--- src/rtl/multicycle_control_unit.sv ---
// Multicycle RV32I control FSM: sequences fetch/decode/execute/memory/writeback,
// holds on cache Stall, and latches a sticky flag on unsupported opcodes.
module multicycle_control_unit #(
  parameter int unsigned ALUCTRL_W = 3,
  parameter bit          EN_BNE    = 1'b1,
  parameter int unsigned STATE_W   = 4
) (
  input  logic                 CLK,
  input  logic                 RST,
  input  logic [6:0]           Opcode,
  input  logic [2:0]           Funct3,
  input  logic                 Funct7_5,
  input  logic                 Zero,
  input  logic                 Stall,
  output logic                 PCWrite,
  output logic                 AdrSrc,
  output logic                 IRWrite,
  output logic                 MemRead,
  output logic                 MemWrite,
  output logic                 RegWrite,
  output logic [1:0]           ResultSrc,
  output logic [1:0]           ALUSrcA,
  output logic [1:0]           ALUSrcB,
  output logic [1:0]           ImmSrc,
  output logic [ALUCTRL_W-1:0] ALUControl,
  output logic                 Illegal,
  output logic [STATE_W-1:0]   State
);

  localparam logic [6:0] OP_LOAD  = 7'b0000011;
  localparam logic [6:0] OP_STORE = 7'b0100011;
  localparam logic [6:0] OP_RTYPE = 7'b0110011;
  localparam logic [6:0] OP_ITYPE = 7'b0010011;
  localparam logic [6:0] OP_BR    = 7'b1100011;
  localparam logic [6:0] OP_JAL   = 7'b1101111;

  typedef enum logic [3:0] {
    FETCH    = 4'd0,
    DECODE   = 4'd1,
    MEMADR   = 4'd2,
    MEMREAD  = 4'd3,
    MEMWB    = 4'd4,
    MEMWRITE = 4'd5,
    EXECR    = 4'd6,
    EXECI    = 4'd7,
    ALUWB    = 4'd8,
    BRANCH   = 4'd9,
    JAL      = 4'd10,
    ILLEGAL  = 4'd11
  } state_t;

  typedef enum logic [1:0] {
    ALU_ADD   = 2'd0,
    ALU_SUB   = 2'd1,
    ALU_FUNCT = 2'd2
  } alu_op_t;

  state_t     state;
  state_t     state_nxt;
  state_t     dec_state;
  alu_op_t    alu_op;
  logic [2:0] alu_ctrl;
  logic       illegal_q;

  // State register and sticky illegal flag
  always_ff @(posedge CLK) begin
    if (RST) begin
      state     <= FETCH;
      illegal_q <= 1'b0;
    end else begin
      state     <= state_nxt;
      illegal_q <= illegal_q | (state_nxt == ILLEGAL);
    end
  end

  // Next-state and Moore output decode; reset decodes as FETCH with enables off
  always_comb begin
    state_nxt = FETCH;
    PCWrite   = 1'b0;
    AdrSrc    = 1'b0;
    IRWrite   = 1'b0;
    MemRead   = 1'b0;
    MemWrite  = 1'b0;
    RegWrite  = 1'b0;
    ResultSrc = 2'b00;
    ALUSrcA   = 2'b00;
    ALUSrcB   = 2'b00;
    alu_op    = ALU_ADD;
    dec_state = RST ? FETCH : state;

    unique case (dec_state)
      FETCH: begin
        MemRead   = 1'b1;
        ALUSrcB   = 2'b10;
        ResultSrc = 2'b10;
        IRWrite   = ~Stall;
        PCWrite   = ~Stall;
        state_nxt = Stall ? FETCH : DECODE;
      end
      DECODE: begin
        ALUSrcA = 2'b01;
        ALUSrcB = 2'b01;
        case (Opcode)
          OP_LOAD, OP_STORE: state_nxt = MEMADR;
          OP_RTYPE:          state_nxt = EXECR;
          OP_ITYPE:          state_nxt = EXECI;
          OP_BR:             state_nxt = BRANCH;
          OP_JAL:            state_nxt = JAL;
          default:           state_nxt = ILLEGAL;
        endcase
      end
      MEMADR: begin
        ALUSrcA   = 2'b10;
        ALUSrcB   = 2'b01;
        state_nxt = Opcode[5] ? MEMWRITE : MEMREAD;
      end
      MEMREAD: begin
        AdrSrc    = 1'b1;
        MemRead   = 1'b1;
        state_nxt = Stall ? MEMREAD : MEMWB;
      end
      MEMWB: begin
        ResultSrc = 2'b01;
        RegWrite  = 1'b1;
      end
      MEMWRITE: begin
        AdrSrc    = 1'b1;
        MemWrite  = 1'b1;
        state_nxt = Stall ? MEMWRITE : FETCH;
      end
      EXECR: begin
        ALUSrcA   = 2'b10;
        alu_op    = ALU_FUNCT;
        state_nxt = ALUWB;
      end
      EXECI: begin
        ALUSrcA   = 2'b10;
        ALUSrcB   = 2'b01;
        alu_op    = ALU_FUNCT;
        state_nxt = ALUWB;
      end
      ALUWB: RegWrite = 1'b1;
      BRANCH: begin
        ALUSrcA = 2'b10;
        alu_op  = ALU_SUB;
        if (Funct3 == 3'b000)               PCWrite = Zero;
        else if (EN_BNE && Funct3 == 3'b001) PCWrite = ~Zero;
      end
      JAL: begin
        ALUSrcA   = 2'b01;
        ALUSrcB   = 2'b10;
        PCWrite   = 1'b1;
        state_nxt = ALUWB;
      end
      ILLEGAL: state_nxt = ILLEGAL;
      default: state_nxt = FETCH;
    endcase

    if (RST) begin
      PCWrite  = 1'b0;
      IRWrite  = 1'b0;
      MemRead  = 1'b0;
      MemWrite = 1'b0;
      RegWrite = 1'b0;
    end
  end

  // ALU operation decode
  always_comb begin
    alu_ctrl = 3'b000;
    case (alu_op)
      ALU_SUB: alu_ctrl = 3'b001;
      ALU_FUNCT: begin
        case (Funct3)
          3'b000:  alu_ctrl = (Opcode[5] & Funct7_5) ? 3'b001 : 3'b000;
          3'b010:  alu_ctrl = 3'b101;
          3'b110:  alu_ctrl = 3'b011;
          3'b111:  alu_ctrl = 3'b010;
          default: alu_ctrl = 3'b000;
        endcase
      end
      default: alu_ctrl = 3'b000;
    endcase
  end

  // Immediate format from opcode
  always_comb begin
    case (Opcode)
      OP_STORE: ImmSrc = 2'b01;
      OP_BR:    ImmSrc = 2'b10;
      OP_JAL:   ImmSrc = 2'b11;
      default:  ImmSrc = 2'b00;
    endcase
  end

  assign ALUControl = ALUCTRL_W'(alu_ctrl);
  assign Illegal    = illegal_q;
  assign State      = STATE_W'(state);

endmodule

--- config.mk ---
export PLATFORM = sky130hd
export DESIGN_NAME = multicycle_control_unit
export DESIGN_NICKNAME = d
export VERILOG_FILES = /design/src/rtl/multicycle_control_unit.sv
export SDC_FILE = /design/constraint.sdc
export NUM_CORES = 1
export LEC_CHECK = 0
export BUFFER_PORTS_ARGS = -buffer_cell sky130_fd_sc_hd__buf_2
export CAP_MARGIN = 20
export CORE_MARGIN = 4
export CORE_UTILIZATION = 30
export DETAILED_ROUTE_END_ITERATION = 8
export SLEW_MARGIN = 5
export SYNTH_ARGS = -nofsm -noshare
export SYNTH_HDL_FRONTEND = slang
export SYNTH_SLANG_ARGS = --single-unit
--- constraint.sdc ---
create_clock -name CLK -period 2.8 [get_ports CLK]
set_input_delay 0.42 -clock CLK [delete_from_list [all_inputs] [get_ports CLK]]
set_output_delay 0.42 -clock CLK [all_outputs]
set_load 0.03 [all_outputs]
After elaboration in Yosys (flattened, before gate mapping). Cells that the tools add are included.

Register bits: 5. Input bits: 15. Output and inout bits: 22. Logic and storage cells: 70.

Eq/ne operators: 24. Multiplexer cells: 28. Bitwise gates (word level): 4. Reductions and logical operators: 12.

Operator list (number): 4-bit case mux with 7 select lines (1); 4-bit == test, second input constant (5); 4-bit case mux with 5 select lines (1); 4-bit by 3-bit == test with 1-bit output, second input constant (4); 2-bit case mux with 2 select lines (4); 7-bit by 6-bit == test with 1-bit output, second input constant (2); 7-bit == test, second input constant (2); 1-bit two-way mux (14); 2-bit OR reduction (7); 3-bit case mux with 4 select lines (1); 3-bit two-way mux (3); 4-bit by 2-bit == test with 1-bit output, second input constant (2); 7-bit by 2-bit == test with 1-bit output, second input constant (1); 7-bit by 5-bit == test with 1-bit output, second input constant (1); 3-bit == test, second input constant (2); 2-bit case mux with 3 select lines (1); 3-bit case mux with 2 select lines (1); 3-bit OR reduction (2); 4-bit by 1-bit == test with 1-bit output, second input constant (1); 4-bit zero test (1); 4-bit two-way mux (1); 4-bit OR reduction (1); 3-bit by 1-bit == test with 1-bit output, second input constant (1); 3-bit by 2-bit == test with 1-bit output, second input constant (1); other kinds (7) (8).

Depth between registers and ports, before layout.
Depth in word-level cells: 6. Gate-level depth with buffers: 7.

Least setup slack after synthesis. No wires, ideal clock.

Path kind: register -> output. Start: register state[3], in the netlist State[3]. End: output ALUControl[2]. Arrival: 2.349 ns. Data required time: 2.380 ns. Path slack: 0.031 ns. Cell stages (with the launch flop): 5. Cells stage by stage: dfxtp_1 > clkbuf_1 > nand3_1 > ha_1 > nor4_1.

Word-level cells in the longest chain between the ends: 6. Elaborated cells between the ends (all ways): 9.

RTL lines: from (decl) (RTL line 58) `state_t state;`; from (signal assigned) (RTL line 71) `state <= state_nxt;`; 4-bit two-way mux * (RTL line 89) `dec_state = RST ? FETCH : state;`; 4-bit by 3-bit == test with 1-bit output (RTL line 91) `unique case (dec_state)`; 2-bit OR reduction (no source line); 2-bit case mux with 2 select lines * (RTL line 91); 2-bit == test or 2-bit by 1-bit == test with 1-bit output (tied branches) (RTL line 171) `case (alu_op)`; 3-bit case mux with 2 select lines * (RTL line 171); to (decl) (RTL line 25) `output logic [ALUCTRL_W-1:0] ALUControl,`.

Every way passes the cells marked *; elsewhere a longest branch is shown, timed or not.

Worst setup path in the final report.
Start: register state[1], in the netlist State[1]. End: output ALUControl[2].

The elaborated chain is that of the path after synthesis.

==> flow_summary.yaml <==
run_status:
  outcome: "finished, final reports clean"
final_layout:
  layout_commonest_cell: "buf_2"
  seqCellArea_sq_um: 100
  layout-drive-gt1-share: 0.341
  num_antenna_cells: 0
  layout_common_cells: "buf_2, nor2_1, nor3_1"
  multi_input_area_sq_um: 529
  fin_nets: 153
  synthToLayoutAreaGrowth_pct: 32.7
  fillers: 220
floorplan:
  fp.dieH_um: 55.7
  ioPinCount: 37
  core_area_sq_um: 2060
  dieWidth_um: 55.7
  dieArea_sq_um: 3100
  std_cell_rows: 16
  start_util: 0.331
clock_network:
  post_cts_resized: 0
  cts_max_path_buffers: 2
  cts_tree: "done"
  clkTransAtPathRegs_ps: 50
  cts_setup_buffers: 0
  cts_buffers: 3
  cts-root-buf: "clkbuf_4"
  hold_buffers: 0
  htree_levels: 1
  insertion_delay_ps: 250
  cts.sinks: 5
sta:
  finalHoldViolations: 0
  fin_crit_ps: 2420
  worst_pin_slew_ps: 601
  drv_slew: 0
  setup-tns-final_ps: 0
  finalSetupViolCount: 0
  worst_clock_skew_ps: 4.67
  max_freq_ghz: 0.413
  period_share: 0.865
  slew_headroom: 0.599
  grt_setup_unrepaired: "no"
  setup_slack_ps: 378
power:
  powerDensity_nw_per_um2: 420
  p_leak_nw: 0.442
  ir_drop_mv: 0.287
min_path:
  min_from: "Illegal"
  whs_path_depth: 1
  hold_class: "flop to flop"
  holdPathEnd: "Illegal"
setup_path:
  cp.arrival_ps: 2000
  r2r_cells: 4
  crit_start: "State[1]"
  crit_fanout: 18
  r2r_end: "Illegal"
  crit_type: "flop to output port"
  rrSetupSlack_ps: 1100
  cp_slowest_stage_delay_ps: 700
  cp-end-kind: "output port"
  path_cells: "and3_1 > ha_1 > nor4_1 > buf_2"
  required_ps: 2380
  cp_slowest_cell: "dfxtp_1"
  critPathLaunchType: "flop"
  r2r-start: "State[1]"
route:
  antenna_left: 0
  drc: 0
  vias: 826
  wire_per_inst_um: 11.6
  routed_via_density: 5.10
  drt-initial-drc-count: 16
  first_pass_iters: 4
  wl_mm: 1.89
global_route:
  gr-max-usage-layer: "met2"
  grt_pass1_wl_mm: 3.26
  grtUsageTotal: 0.123
  grt-ovfl-total: 0
  grt_pass1_vias: 798
  grt_use_met2: 0.211
  use_met3: 0.0186
  met1_usage: 0.153
  grt_max_degree: 19
  antenna_found_initial: 0
logic_synthesis:
  ys_warn_count: 0
  syn_nets: 116
  yosysUniqueCellTypes: 40
  avgSynthCellArea_sq_um: 6.89
  synth_flop_cell: "dfxtp_1"
  syn_inst: 99
  syn_area_sq_um: 682
  async_reset_ff_frac: 0
  ys_seq_area_frac: 0.147
  synth-edff-count: 0
  ys_seq_elements: 5
run:
  cap_violations: 0
place:
  hpwl_mm: 1.53
  dp_slack_ps: 605
  routabilityCongestion: 0.854
  portBuffers: 36
==> routing by layer <==
| metal | vias to the layer above | wire length [um] | part of all wire |
|---|---|---|---|
| met5 | - | 0 | 0 |
| met4 | 0 | 23 | 0.012 |
| met3 | 3 | 135 | 0.072 |
| met2 | 27 | 861 | 0.46 |
| met1 | 364 | 865 | 0.46 |
| li1 | 432 | - | - |
==> final cells by class <==
type / instances / share of cell area
repair buffers: 38 / 0.216
inverters: 5 / 0.0207
well taps: 27 / 0.0373
clock inverters: 1 / 0.00553
clock buffers: 3 / 0.0249
flip-flops and latches: 5 / 0.111
multi-input cells: 83 / 0.585
==> sequential cells by signal (all words and copies together), names as in the netlist <==
register / count
Illegal: 1
State: 4
==> critical path, delay by kind of cell, from the launching register on <==
family                   cells  cell delay, ps
flip-flops                   1             700
AND/OR/NAND/NOR              2             540
adder cells (fa/ha/maj)      1             270
buffers and inverters        1             240
==> report_power, final <==
| part | switching (mW) | internal, mW |
|---|---|---|
| clock network | 0.0328 | 0.0518 |
| registers | 0.0180 | 0.0784 |
| logic | 0.126 | 0.0732 |
==> synth_stat cells, types with 3 or more instances <==
cell type / count / share of area
nor2_1: 13 / 0.072
nor3_1: 8 / 0.059
dfxtp_1: 5 / 0.15
inv_1: 5 / 0.028
nand2_1: 5 / 0.028
nand2b_1: 5 / 0.046
nand3_1: 5 / 0.037
xnor2_1: 4 / 0.051
a21oi_1: 3 / 0.022
clkbuf_1: 3 / 0.017
mux2i_1: 3 / 0.044
nor3b_1: 3 / 0.033
nor4_1: 3 / 0.028
==> logic make-up (layout without fill, tap and decap cells) <==
| kind of cell | count (synthesis) | in the layout | share of synthesized area |
|---|---|---|---|
| AND/OR/NAND/NOR | 55 | 55 | 0.437 |
| flip-flops | 5 | 5 | 0.147 |
| multiplexers | 3 | 3 | 0.0440 |
| buffers and inverters | 11 | 47 | 0.0771 |
| XOR/XNOR | 5 | 5 | 0.0642 |
| AO/OA/AOI/OAI | 18 | 18 | 0.194 |
| adder cells (fa/ha/maj) | 2 | 2 | 0.0367 |
==> through the flow <==
stage	instances	instance area (sq um)	util	hold WS (ps)	total power [mW]
6_report	162	905	0.439	462	0.380
5_1_grt	162	905	0.439	509	0.408
4_1_cts	162	905	0.439	468	0.385
3_5_place_dp	158	877	0.425	455	0.297
3_3_place_gp	158	877	0.425	450	0.297
2_1_floorplan	99	682	-	560	0.241
==> worst max path at each step <==
stage                     to  slack (ps)  cells after the start
2_1_floorplan  ALUControl[2]          30                      4
3_3_place_gp   ALUControl[2]         620                      6
3_5_place_dp   ALUControl[2]         600                      6
5_1_grt        ALUControl[0]         230                      6
6_report       ALUControl[2]         380                      4
4_1_cts        ALUControl[2]         370                      4
Power figures use the tool's default switching activity.
